`config.mk`:
```
export PLATFORM = sky130hd
export DESIGN_NAME = fetch_ctrl
export DESIGN_NICKNAME = d
export VERILOG_FILES = /design/src/rtl/fetch_ctrl.sv
export SDC_FILE = /design/constraint.sdc
export NUM_CORES = 1
export LEC_CHECK = 0
export CAP_MARGIN = 40
export CORE_ASPECT_RATIO = 1.4
export CORE_MARGIN = 2
export CORE_UTILIZATION = 45
export DETAILED_ROUTE_END_ITERATION = 6
export PLACE_DENSITY = 0.9
export SLEW_MARGIN = 0
export SYNTH_ARGS = -nofsm -noshare
export SYNTH_HDL_FRONTEND = slang
export SYNTH_SLANG_ARGS = --single-unit
```
`constraint.sdc`:
```
create_clock -name Clk -period 3.4 [get_ports Clk]
set_clock_uncertainty 0.15 [all_clocks]
set_input_delay 1.02 -clock Clk [delete_from_list [all_inputs] [get_ports Clk]]
set_output_delay 1.02 -clock Clk [all_outputs]
set_load 0.01 [all_outputs]
```
`src/rtl/fetch_ctrl.sv`:
```
// fetch_ctrl -- instruction fetch sequencer.
//
// Drives the instruction ROM address (InstAddress) through a small
// IDLE / RUN / HALT state machine. In RUN the PC advances once per edge,
// with priority HaltReq > Stall > BranchEn > sequential increment.
// Relative branches add a sign-extended Target to the PC, modulo 2**IW.
//
// Optional feature: define FETCH_CYCLE_COUNT_EN to build the RUN-cycle
// counter behind CycleCount. Without it CycleCount is tied to 0.
//
// Ports:
//   Clk         in   clock, rising edge
//   Reset_n     in   synchronous active-low reset
//   Start       in   begin a run (accepted only in IDLE)
//   StartAddr   in   [IW] first address of the run
//   Stall       in   hold PC this cycle
//   BranchEn    in   take a branch this cycle
//   BranchRel   in   1: Target is a signed offset, 0: absolute address
//   Target      in   [IW] branch target / offset
//   HaltReq     in   current instruction is a halt
//   InstAddress out  [IW] registered PC
//   Running     out  high while in RUN
//   Done        out  one-cycle pulse in HALT
//   CycleCount  out  [CW] RUN-cycle count (0 unless FETCH_CYCLE_COUNT_EN)
module fetch_ctrl #(
    parameter int IW = 10,
    parameter int CW = 16
) (
    input  logic          Clk,
    input  logic          Reset_n,
    input  logic          Start,
    input  logic [IW-1:0] StartAddr,
    input  logic          Stall,
    input  logic          BranchEn,
    input  logic          BranchRel,
    input  logic [IW-1:0] Target,
    input  logic          HaltReq,
    output logic [IW-1:0] InstAddress,
    output logic          Running,
    output logic          Done,
    output logic [CW-1:0] CycleCount
);

    typedef enum logic [1:0] {
        ST_IDLE = 2'd0,
        ST_RUN  = 2'd1,
        ST_HALT = 2'd2
    } state_t;

    state_t state;

    // PC plus a sign-extended offset; the carry out of bit IW-1 is dropped,
    // which gives the required modulo-2**IW wrap.
    function automatic logic [IW-1:0] rel_target(
        input logic        [IW-1:0] pc,
        input logic signed [IW-1:0] off
    );
        logic signed [IW:0] off_ext;
        logic signed [IW:0] sum;
        off_ext = {off[IW-1], off};
        sum     = $signed({1'b0, pc}) + off_ext;
        return sum[IW-1:0];
    endfunction

    always_ff @(posedge Clk) begin
        if (!Reset_n) begin
            state       <= ST_IDLE;
            InstAddress <= '0;
            Running     <= 1'b0;
            Done        <= 1'b0;
        end else begin
            case (state)
                ST_IDLE: begin
                    Done <= 1'b0;
                    // HaltReq has no meaning here; Start alone decides.
                    if (Start) begin
                        InstAddress <= StartAddr;
                        state       <= ST_RUN;
                        Running     <= 1'b1;
                    end
                end
                ST_RUN: begin
                    if (HaltReq) begin
                        state   <= ST_HALT;
                        Running <= 1'b0;
                        Done    <= 1'b1;
                    end else if (Stall) begin
                        InstAddress <= InstAddress;
                    end else if (BranchEn) begin
                        if (BranchRel)
                            InstAddress <= rel_target(InstAddress, $signed(Target));
                        else
                            InstAddress <= Target;
                    end else begin
                        InstAddress <= InstAddress + IW'(1);
                    end
                end
                ST_HALT: begin
                    Done    <= 1'b0;
                    Running <= 1'b0;
                    state   <= ST_IDLE;
                end
                default: begin
                    state   <= ST_IDLE;
                    Running <= 1'b0;
                    Done    <= 1'b0;
                end
            endcase
        end
    end

`ifdef FETCH_CYCLE_COUNT_EN
    logic [CW-1:0] cycle_cnt;

    // Cleared on the IDLE->RUN edge, counts every RUN edge (stalls too),
    // saturates, and holds through HALT and IDLE until the next run.
    always_ff @(posedge Clk) begin
        if (!Reset_n) begin
            cycle_cnt <= '0;
        end else if (state == ST_IDLE && Start) begin
            cycle_cnt <= '0;
        end else if (state == ST_RUN && cycle_cnt != {CW{1'b1}}) begin
            cycle_cnt <= cycle_cnt + CW'(1);
        end
    end

    assign CycleCount = cycle_cnt;
`else
    assign CycleCount = '0;
`endif

endmodule

```
* Yosys cells after proc, flatten, opt, wreduce, memory -nomap -nowiden
Index checks and enable logic that the tools add are counted.
Storage, ports and cells: word-level logic and storage cells 28, flip-flop bits (word level) 14, output and inout port bits 28, bits of input ports 27
Operators by class: $add $sub $neg 2, reductions and logical operators 5, equality and inequality tests 5, multiplexer cells 12
Operators with widths (number):
- 10-bit 2-to-1 mux | 5
- 10-bit case mux with 2 select lines | 1
- 10-bit by 1-bit adder with 10-bit output, second input constant | 1
- 10-bit adder | 1
- 2-bit inequality test, second input constant | 4
- 2-bit 2-to-1 mux | 2
- 2-bit case mux with 2 select lines | 1
- 2-bit AND reduction | 2
- 4-bit AND reduction | 1
- 2-bit by 1-bit equality test with 1-bit output, second input constant | 1
- 2-bit zero test | 1
- 1-bit 2-to-1 mux | 2
- 1-bit case mux with 2 select lines | 1
- 2-bit nonzero test | 1

* Longest topological paths before layout
depth in word-level cells 6, mapped depth 7, mapped depth without buffers 7

* Least setup slack after synthesis
OpenSTA, ideal clock, no wires.
kind input -> register, from in Target[0], to reg InstAddress[6], library setup time 0.117 ns, data arrival time 2.588 ns, setup slack 0.545 ns, path buffers 0, cell stages on the path 7, required time 3.133 ns, cells stage by stage ha_1 -> fa_1 -> a21o_1 -> a221oi_1 -> xor2_1 -> o221ai_1 -> a32o_1
Between the ends: cells in the longest elaborated chain, start to end 6
Ends and longest elaborated chain:
- from (decl) | RTL line 36 | input logic [IW-1:0] Target,
- 10-bit adder | RTL line 61 | sum = $signed({1'b0, pc}) + off_ext;
- 10-bit 2-to-1 mux | RTL line 90 | if (BranchRel)
- 10-bit 2-to-1 mux | RTL line 89 | end else if (BranchEn) begin
- 10-bit 2-to-1 mux | RTL line 87 | end else if (Stall) begin
- 10-bit 2-to-1 mux | RTL line 83 | if (HaltReq) begin
- 10-bit case mux with 2 select lines | RTL line 72 | case (state)
- to (signal assigned) | RTL line 88 | InstAddress <= InstAddress;
- to (signal assigned) | RTL line 91 | InstAddress <= rel_target(InstAddress, $signed(Target));
- to (signal assigned) | RTL line 93 | InstAddress <= Target;
- to (decl) | RTL line 38 | output logic [IW-1:0] InstAddress,
No other way between the ends. The select of a mux whose other input is x is not followed. A chain may end at the register's enable or synchronous reset.

* Worst setup path after layout
Ends and elaborated chain as after synthesis.

==> metrics list <==
- Layout net count: 272
- Pin count of the biggest net entering global routing: 18
- Among all stages on the critical path, the largest delay is contributed by clkdlybuf4s50_1.
- The critical path in this run is classified as input port to register.
- Horiz. Die Dim: 52.74 um
- Setup repair after global routing left no endpoint under its margin.
- Data on the critical path is required at its endpoint by 3.39 ns.
- Routability-driven placement finished with a final weighted congestion of 0.8868.
- Flip-flop and latch count after synthesis: 13
* Ordered cell list for the critical path: clkdlybuf4s50_1 > ha_1 > fa_1 > a21o_1 > a221oi_1 > xor2_1 > o221ai_1 > a32o_1
* Distinct cell type count after synthesis: 50
- Summed over all layers, the routed wires come to 3913 um.
* CTS Root Buffer Type: clkbuf_8
* Max VDD drop: 0.2384 mV
- Final Hold Viols: 0
- Commonest cells after routing, fill and taps aside: clkdlybuf4s50_1, a21oi_1, nor2_1, conb_1, dfxtp_1
* Pint: 0.0003856 W
- During I/O placement, the number of pins put on the boundary was 55.
- Count of unresolved DRC violations after routing: 0
* Post-route setup TNS: 0 ns
- Of the cells placed in the final design, the portion with a size suffix greater than 1 is 0.05579.
- Once detailed placement completed, the half-perimeter wirelength came to 3064 um.
- Vert. Die Dim: 72.23 um
* Total chip power: 0.0006074 W
- Pre-CTS setup slack: 0.02350 ns
* Total of endpoints with negative setup slack in the final report: 0
- Vias after detailed routing: 1,640
- The floorplan has 24 rows.
- Global routing finished with a remaining overflow of 0.
- Synthesis Warnings: 0
- On the final layout, the worst hold slack is 0.3546 ns.
- The worst setup path is captured at a register.
- The worst setup path is launched from an input port.
- Synthesis produced a netlist whose cell count is 194.
- The clock passes through at most 2 buffers.
- Measured against its own limit, the worst slew margin works out to 0.6217.
* Share of synthesized area occupied by flip-flops and latches: 0.1739
- Cts bufs inserted: 3
- The analysis attributes to cell leakage a power of 0.8050 nW.
- Timing startpoint of the critical path: Target[0]
* Critical path fanouts, max: 2
- Depth of the CTS H-tree: 1
- The initial antenna violation count is 0.
* First-pass GRT wire length: 6423 um
- The max-slew violation count was 0.
* Post-synth ARST share: 0
* Routed length per instance: 14.39 um
* Placeable core region: 3153 sq um
- Overall routing resource usage: 0.2210
* Max-cap viol count: 0
- Type of the tightest min-delay check: register to register
- In this run, the number of DRC markers left after iteration 0 of detailed routing was 75.
* Share of power burned in the clock network: 0.232
- The flow ran to the end, and the final reports show no timing, DRC or antenna violations.
- Multi-input gate area: 1126 sq um
- Layout Area Growth over Synthesis: 27.59%
- After clock tree synthesis, the clock-pin slew on the worst setup and hold paths is 0.06 ns.
* Worst r2r src: InstAddress[0]$_SDFFE_PN0P_
* Seq. cell area: 260.3 sq um
- CTS saw 13 sinks.
- Final worst slack: 0.2656 ns
* Starting utilization of the core area: 0.4746
- Mapped cell area: 1496 sq um
* Sw Share: 0.3652
- In this run, post-CTS hold repair placed 0 buffers.
- Counting flops with a built-in enable in the synthesized netlist gives 0.
- Number of resized instances in the post-cts repair step: 0
* Slowest stage delay, CP: 0.42 ns
* Floorplan die area: 3809 sq um
- Final instance area: 1909 sq um
- Vias in the first global route: 1,496
* Net Switching: 0.0002218 W
* Final worst path period need: 3.134 ns
- Clock insertion delay at the later pin of the skew report: 0.25 ns
- Of the total power, registers draw 0.321.
* Most common library cell in the layout ignoring fill and taps: clkdlybuf4s50_1
- Vias per cell: 6.029
- Reg2reg setup slack: 1.07 ns
* Per-instance average area after synthesis: 7.714 sq um
* Fillcell total: 295
- Data arrival time of the critical path: 3.12 ns
- Input and output buffers added on the ports amount to 38.
- Least-Margin Pin Slew: 0.5656 ns
- Number of detailed-routing iterations run before antenna repair: 4
- Based on the critical path, the design can be clocked at up to 319.0 MHz.
- TritonCTS built the clock tree.
* Most used flip-flop cell after synthesis: dfxtp_1
- The critical path ends at InstAddress[6]$_SDFFE_PN0P_.
* Diodes inserted: 0
- Terminus of the critical flop-to-flop path: InstAddress[6]$_SDFFE_PN0P_
- Power Dens Cells: 318.1 nW/um^2
* Area of placed instances: 1864 sq um
* Post-route clock period utilization: 0.9219
- Counting cells, the worst reg-to-reg path comes to 7.
- Buffers added to address setup during post-CTS repair amount to 0.
- In this run the remaining antenna-violating nets after routing total 0.
- Combinational share of power: 0.447
==> cells in the mapped netlist (2+ instances only) <==
| cell | instances | area share |
|---|---|---|
| a31oi_1 | 3 | 0.013 |
| a22oi_1 | 2 | 0.010 |
| nor3_1 | 7 | 0.023 |
| buf_4 | 16 | 0.080 |
| o211ai_1 | 2 | 0.010 |
| o21ai_0 | 7 | 0.023 |
| nand2_1 | 7 | 0.018 |
| a21oi_1 | 18 | 0.060 |
| inv_1 | 3 | 0.0075 |
| and4_1 | 2 | 0.012 |
| mux2i_1 | 6 | 0.040 |
| a211o_1 | 2 | 0.012 |
| nand3b_1 | 4 | 0.020 |
| a21o_1 | 6 | 0.030 |
| xnor2_1 | 4 | 0.023 |
| xor2_1 | 5 | 0.029 |
| a21oi_2 | 2 | 0.012 |
| or3_1 | 2 | 0.0084 |
| ha_1 | 10 | 0.084 |
| dfxtp_1 | 13 | 0.17 |
| nand3_1 | 3 | 0.010 |
| nor2_1 | 18 | 0.045 |
| o221ai_1 | 6 | 0.035 |
| nor2b_1 | 2 | 0.0084 |
| nand4_1 | 6 | 0.025 |
| clkbuf_1 | 5 | 0.013 |
| nand2b_1 | 7 | 0.029 |
| o21ai_1 | 2 | 0.0067 |
| and3_1 | 3 | 0.013 |
==> power groups by stage <==
stage	sequential (W)	combinational, W	clock [W]
finish	0.000195	0.000272	0.000141
global route	0.000197	0.000301	0.000148
CTS	0.000194	0.000269	0.000142
detailed placement	0.000197	0.000267	0
global placement	0.000197	0.000259	0
floorplan	0.000198	0.000177	0
==> how the worst min path moves through the flow <==
stage                                 start                 to  slack [ns]  depth (start not counted)
after floorplan           Done$_SDFFE_PN0P_  Done$_SDFFE_PN0P_        0.36                          2
after CTS                 Done$_SDFFE_PN0P_  Done$_SDFFE_PN0P_        0.36                          2
after global routing      Done$_SDFFE_PN0P_  Done$_SDFFE_PN0P_        0.38                          2
after detailed placement  Done$_SDFFE_PN0P_  Done$_SDFFE_PN0P_        0.35                          2
after global placement    Done$_SDFFE_PN0P_  Done$_SDFFE_PN0P_        0.33                          2
final                     Done$_SDFFE_PN0P_  Done$_SDFFE_PN0P_        0.35                          2
==> layer usage <==
| layer | up-vias | global-route usage | wire length (um) |
|---|---|---|---|
| met1 | 771 | 0.2718 | 1583 |
| met4 | 0 | 0.1111 | 130 |
| met5 | - | 0 | 0 |
| li1 | 783 | - | - |
| met2 | 72 | 0.3736 | 1950 |
| met3 | 14 | 0.02263 | 249 |
==> cells by family (layout without fill, tap and decap cells) <==
family,after synthesis,in the layout,share of synthesized area
other,1,16,0.002506
adder cells (fa/ha/maj),11,11,0.09699
multiplexers,6,6,0.04014
XOR/XNOR,9,9,0.05267
AND/OR/NAND/NOR,65,65,0.2333
flip-flops,13,13,0.1739
AO/OA/AOI/OAI,63,63,0.2893
buffers and inverters,26,50,0.1112
==> through the flow <==
| stage | std cells | utilization |
|---|---|---|
| 5_1_grt | 272 | 0.6056 |
| 3_5_place_dp | 268 | 0.5913 |
| 4_1_cts | 272 | 0.6056 |
| 2_1_floorplan | 209 | - |
| 6_report | 272 | 0.6056 |
| 3_3_place_gp | 268 | 0.5913 |
==> state kept, by name, indices dropped and copies added, names as in the netlist <==
register,count
Done,1
InstAddress,10
state,2
==> final cells by class <==
cell class / instances / area share
multi-input combinational: 170 / 0.5898
timing repair buffer: 43 / 0.2189
sequential: 13 / 0.1363
tap: 39 / 0.02556
clock buffer: 4 / 0.02359
inverter: 3 / 0.005898
==> worst max-delay path: cells and delay by family <==
family | cells | cell delay, ns
buf+inv | 1 | 0.42
fa+ha+maj | 2 | 0.63
xor+xnor | 1 | 0.19
compound gates | 4 | 0.86
No activity file was read; power rests on OpenSTA's default activity.
